--- config.mk ---
export PLATFORM = sky130hd
export DESIGN_NAME = sensor_event_counter
export DESIGN_NICKNAME = d
export VERILOG_FILES = /design/src/rtl/sensor_event_counter.sv
export SDC_FILE = /design/constraint.sdc
export NUM_CORES = 1
export LEC_CHECK = 0
export ABC_CLOCK_PERIOD_IN_PS = 3550
export BUFFER_PORTS_ARGS = -buffer_cell sky130_fd_sc_hd__buf_2
export CELL_PAD_IN_SITES_DETAIL_PLACEMENT = 1
export CELL_PAD_IN_SITES_GLOBAL_PLACEMENT = 2
export CORE_MARGIN = 3
export CORE_UTILIZATION = 39
export CTS_BUF_LIST = sky130_fd_sc_hd__clkbuf_16
export DETAILED_ROUTE_END_ITERATION = 8
export GPL_ROUTABILITY_DRIVEN = 0
export HOLD_SLACK_MARGIN = 0.12
export MAX_ROUTING_LAYER = met4
export PLACE_DENSITY = 0.83
export SETUP_SLACK_MARGIN = 0.1
export SLEW_MARGIN = 20
export SYNTH_ARGS = -nofsm -noshare
export SYNTH_HDL_FRONTEND = slang
export SYNTH_SLANG_ARGS = --single-unit
--- constraint.sdc ---
create_clock -name clk -period 3.55 [get_ports clk]
set_input_delay 0.5325 -clock clk [delete_from_list [all_inputs] [get_ports clk]]
set_output_delay 0.5325 -clock clk [all_outputs]
set_load 0.01 [all_outputs]
--- src/rtl/sensor_event_counter.sv ---
// Counts objects seen by the debounced IR sensor as a two-digit BCD value for the LCD,
// with a re-trigger hold-off and a rate-limited LCD refresh strobe.
//
//   state      | meaning
//   -----------+-----------------------------------------------------------
//   ST_IDLE    | waiting for a rising sensor edge; a rise counts one object
//   ST_PRESENT | object in front of the sensor, waiting for it to leave
//   ST_HOLDOFF | object left; sensor must stay low HOLDOFF cycles before IDLE
module sensor_event_counter #(
    parameter int HOLDOFF  = 25_000_000,
    parameter bit SATURATE = 1'b1
) (
    input  logic       clk,
    input  logic       reset,
    input  logic       sensor_clean,
    input  logic       clear_i,
    output logic [3:0] digit_tens,
    output logic [3:0] digit_units,
    output logic       count_pulse,
    output logic       update_o,
    output logic       overflow_o,
    output logic [1:0] state_o
);

    localparam int TW = (HOLDOFF < 1) ? 1 : $clog2(HOLDOFF + 1);
    localparam logic [TW-1:0] LOAD = (HOLDOFF > 0) ? TW'(HOLDOFF - 1) : '0;

    typedef enum logic [1:0] {
        ST_IDLE    = 2'd0,
        ST_PRESENT = 2'd1,
        ST_HOLDOFF = 2'd2
    } state_t;

    state_t        state;
    logic [TW-1:0] timer;
    logic          prev;
    logic          clear_prev;
    logic          init_done;
    logic          upd_req;

    logic rise;
    logic count_ev;
    logic at_99;
    logic clr_first;
    logic upd_src;

    assign rise      = sensor_clean & ~prev;
    assign count_ev  = (state == ST_IDLE) & rise & ~clear_i;
    assign at_99     = (digit_tens == 4'd9) && (digit_units == 4'd9);
    assign clr_first = clear_i & ~clear_prev;
    // Any change of the displayed value, plus the first cycle out of reset so the LCD shows 00
    assign upd_src   = clr_first | ~init_done | (count_ev & ~(at_99 & SATURATE));
    assign state_o   = state;

    always_ff @(posedge clk) begin
        if (reset) begin
            prev        <= 1'b1;
            clear_prev  <= 1'b0;
            init_done   <= 1'b0;
            upd_req     <= 1'b0;
            state       <= ST_IDLE;
            timer       <= '0;
            digit_tens  <= 4'd0;
            digit_units <= 4'd0;
            count_pulse <= 1'b0;
            update_o    <= 1'b0;
            overflow_o  <= 1'b0;
        end else begin
            prev        <= sensor_clean;
            clear_prev  <= clear_i;
            init_done   <= 1'b1;
            count_pulse <= count_ev;
            // A request arriving while the strobe is high waits one cycle instead of stacking
            update_o    <= upd_req & ~update_o;
            upd_req     <= upd_src | (upd_req & update_o);

            case (state)
                ST_IDLE: begin
                    if (rise) state <= ST_PRESENT;
                end
                ST_PRESENT: begin
                    if (!sensor_clean) begin
                        if (HOLDOFF == 0) begin
                            state <= ST_IDLE;
                        end else begin
                            state <= ST_HOLDOFF;
                            timer <= LOAD;
                        end
                    end
                end
                ST_HOLDOFF: begin
                    if (sensor_clean) begin
                        timer <= LOAD;
                    end else if (timer == '0) begin
                        state <= ST_IDLE;
                    end else begin
                        timer <= timer - 1'b1;
                    end
                end
                default: state <= ST_IDLE;
            endcase

            if (clear_i) begin
                digit_tens  <= 4'd0;
                digit_units <= 4'd0;
                overflow_o  <= 1'b0;
            end else if (count_ev) begin
                if (at_99) begin
                    overflow_o <= 1'b1;
                    if (!SATURATE) begin
                        digit_tens  <= 4'd0;
                        digit_units <= 4'd0;
                    end
                end else if (digit_units == 4'd9) begin
                    digit_units <= 4'd0;
                    digit_tens  <= digit_tens + 4'd1;
                end else begin
                    digit_units <= digit_units + 4'd1;
                end
            end
        end
    end

endmodule

==> out/qor.csv <==
stage,metric,value,unit
place,post-place-ws,0.9366,ns
floorplan,die_w,81.42,um
hold_path,min_from,init_done,
timing,layout_worst_path_cycle_share,73.87,%
grt,grt_pass1_wl,10560,um
run,drv_cap,0,
grt,antenna_found_initial,0,
timing,clock_skew,0.006601,ns
grt,grt-ovfl-total,0,
timing,worstMarginPinSlew,0.6903,ns
yosys,post_synth.cell_area_avg,8.632,um^2
pwr,ir_worst_vdd,0.3231,mV
floorplan,start_util,41.84,%
grt,grt_usage,20.79,%
floorplan,fp-row-count,26,
pwr,seqPwrFrac,42.2,%
floorplan,dieArea,6629,um^2
grt,first_global_vias,2113,
floorplan,die_y,81.42,um
setup_path,slowest_delay,0.59,ns
routing,drc,0,
timing,max_slew_margin,53.97,%
layout,drive_gt1_share,15.75,%
hold_path,worstHoldEndpoint,upd_req,
pwr,p_sw_share,30.06,%
setup_path,crit_required,3.76,ns
floorplan,boundaryPins,17,
yosys,synth_nets,265,
clock_network,clock_latency,0.29,ns
setup_path,r2r-start,timer[12],
timing,hold_viol,0,
pwr,power,1199,uW
timing,setup_viol,0,
yosys,netlist_instances,257,
routing,first_pass_iters,4,
yosys,yosysWarnings,0,
pwr,p_leak,0.0009435,uW
setup_path,cp-end-kind,flop,
clock_network,cts_buffer_depth,2,
pwr,p_per_area,480.1,nW/um^2
layout,final_util,47.10,%
timing,drv_slew,0,
place,placed_area,2346,um^2
timing,fin_setup_tns,0,ns
setup_path,crit_slowest_cell,or4_1,
setup_path,crit_arrival,2.83,ns
place,portBuffers,16,
routing,vias,2013,
layout,fin_area,2497,um^2
layout,final_cell_mix,"dfxtp_1 (42), nor2_1 (27), buf_2 (16), a21oi_1 (14), inv_1 (13)",
timing,min_period,2.623,ns
clock_network,post_cts_resized,0,
routing,antenna_left,0,
routing,via_per_inst,5.869,
layout,nets,280,
grt,grt_max_degree,32,
layout,area_delta_synth_final,12.58,%
yosys,synth.distinct_cells,60,
clock_network,root_buffer,clkbuf_16,
yosys,ys.flop_type,dfxtp_1,
place,dp_hpwl,4154,um
yosys,synth_edf_count,0,
setup_path,regToRegSetupSlack,0.93,ns
status,status,completed,
clock_network,htreeDepth,2,
clock_network,clock_sinks,42,
clock_network,clk_pin_slew_worst_paths,0.07,ns
layout,n_antenna_cell,0,
hold_path,hold_path.class,reg2reg,
timing,timing.fmax,381.3,MHz
timing,grt_setup_unrepaired,false,
layout,layout_commonest_cell,dfxtp_1,
setup_path,path_class,reg2reg,
yosys,syn-cell-area,2218,um^2
clock_network,cts_tree,done,
clock_network,postCtsSetupBuffers,0,
setup_path,worstSetupStartpointType,flop,
yosys,ys_seq_area_share,37.90,%
pwr,pwr-share-comb,18.5,%
setup_path,worstPathMaxFanout,16,
clock_network,numCtsBuffers,5,
pwr,internal_power,838.5,uW
routing,wl_per_cell,17.64,um
timing,setup_ws,0.9275,ns
pwr,clockPowerShare,39.3,%
routing,drtIter0Drc,99,
setup_path,timing.rr.end,timer[14],
yosys,async_flop_share,0,%
clock_network,hold_buffers,0,
hold_path,whs_path_depth,1,
routing,wl,6049,um
floorplan,core_region_area,5303,um^2
yosys,ys_ff_latch,42,
setup_path,r2r.worst_path.cells,5,
pwr,p_sw,360.4,uW
setup_path,crit_chain,or4_1 -> or4_4 -> o21ai_2 -> o22ai_1 -> a211oi_2,
[routing by layer]
layer  GRT usage, %  part of all wire [%]  routed length (um)  up-vias
met1          27.57                    49                2977      983
met4          4.392                  0.69                  42        0
li1               -                     -                   -     1000
met2          33.31                    47                2863       25
met3          3.509                   2.7                 165        5
met5              -                     0                   0        -
[how the worst max path moves through the flow]
stage                         start        end  cells past startpoint
final                     timer[12]  timer[14]                      5
after global routing      timer[12]  timer[14]                      5
after CTS                 timer[12]  timer[14]                      5
after detailed placement  timer[12]  timer[14]                      5
after global placement    timer[12]  timer[14]                      5
after floorplan           timer[16]  timer[20]                      7
[area by class of cell]
class | count | area (um^2)
fillers | 638 | 2805
multi-input cells | 191 | 1266
flip-flops and latches | 42 | 840.8
clock buffers | 5 | 125.1
repair buffers | 19 | 102.6
well taps | 70 | 87.58
inverters | 13 | 48.80
clock inverters | 3 | 26.28
[worst max-delay path, delay by kind of cell (launching register included)]
family | cells | cell delay [ns]
compound gates | 3 | 1.03
flops | 1 | 0.36
simple gates | 2 | 1.15
[power groups by stage]
stage / Clock [uW] / Sequential, uW / Combinational [uW]
CTS: 482 / 506 / 223
detailed placement: 0 / 517 / 218
global route: 502 / 510 / 252
global placement: 0 / 516 / 217
finish: 471 / 506 / 221
floorplan: 0 / 512 / 175
[synthesized netlist by cell type, types with 6 or more instances]
cell | count | area share (%)
dfxtp_1 | 42 | 38
nor2_1 | 27 | 4.6
a21oi_1 | 14 | 3.2
inv_1 | 13 | 2.2
nand3_1 | 11 | 2.5
nor3_1 | 11 | 2.5
nand2_1 | 7 | 1.2
o21ai_0 | 7 | 1.6
clkbuf_1 | 6 | 1.0
nand4_1 | 6 | 1.7
nor2b_1 | 6 | 1.7
nor3b_1 | 6 | 2.0
[per-stage QoR]
stage / instances / hold WS, ns
after floorplan: 257 / 0.3989
after global placement: 335 / 0.4091
after detailed placement: 335 / 0.4112
after CTS: 343 / 0.4244
after global routing: 343 / 0.4411
final: 343 / 0.4228
[cell families after synthesis]
kind of cell | after synthesis | share of synthesized area (%)
multiplexers | 2 | 0.9025
XOR/XNOR | 5 | 1.974
adder cells (fa/ha/maj) | 4 | 2.256
AO/OA/AOI/OAI | 69 | 22.90
AND/OR/NAND/NOR | 111 | 28.82
flip-flops | 42 | 37.90
buffers and inverters | 24 | 5.245
[state kept, by name, summed over array words and instances (netlist names)]
| register | count |
|---|---|
| prev | 1 |
| clear_prev | 1 |
| init_done | 1 |
| state_o | 2 |
| digit_tens | 4 |
| overflow_o | 1 |
| digit_units | 4 |
| update_o | 1 |
| timer | 25 |
| count_pulse | 1 |
| upd_req | 1 |
Note: power is estimated with default switching activity, not from simulation.
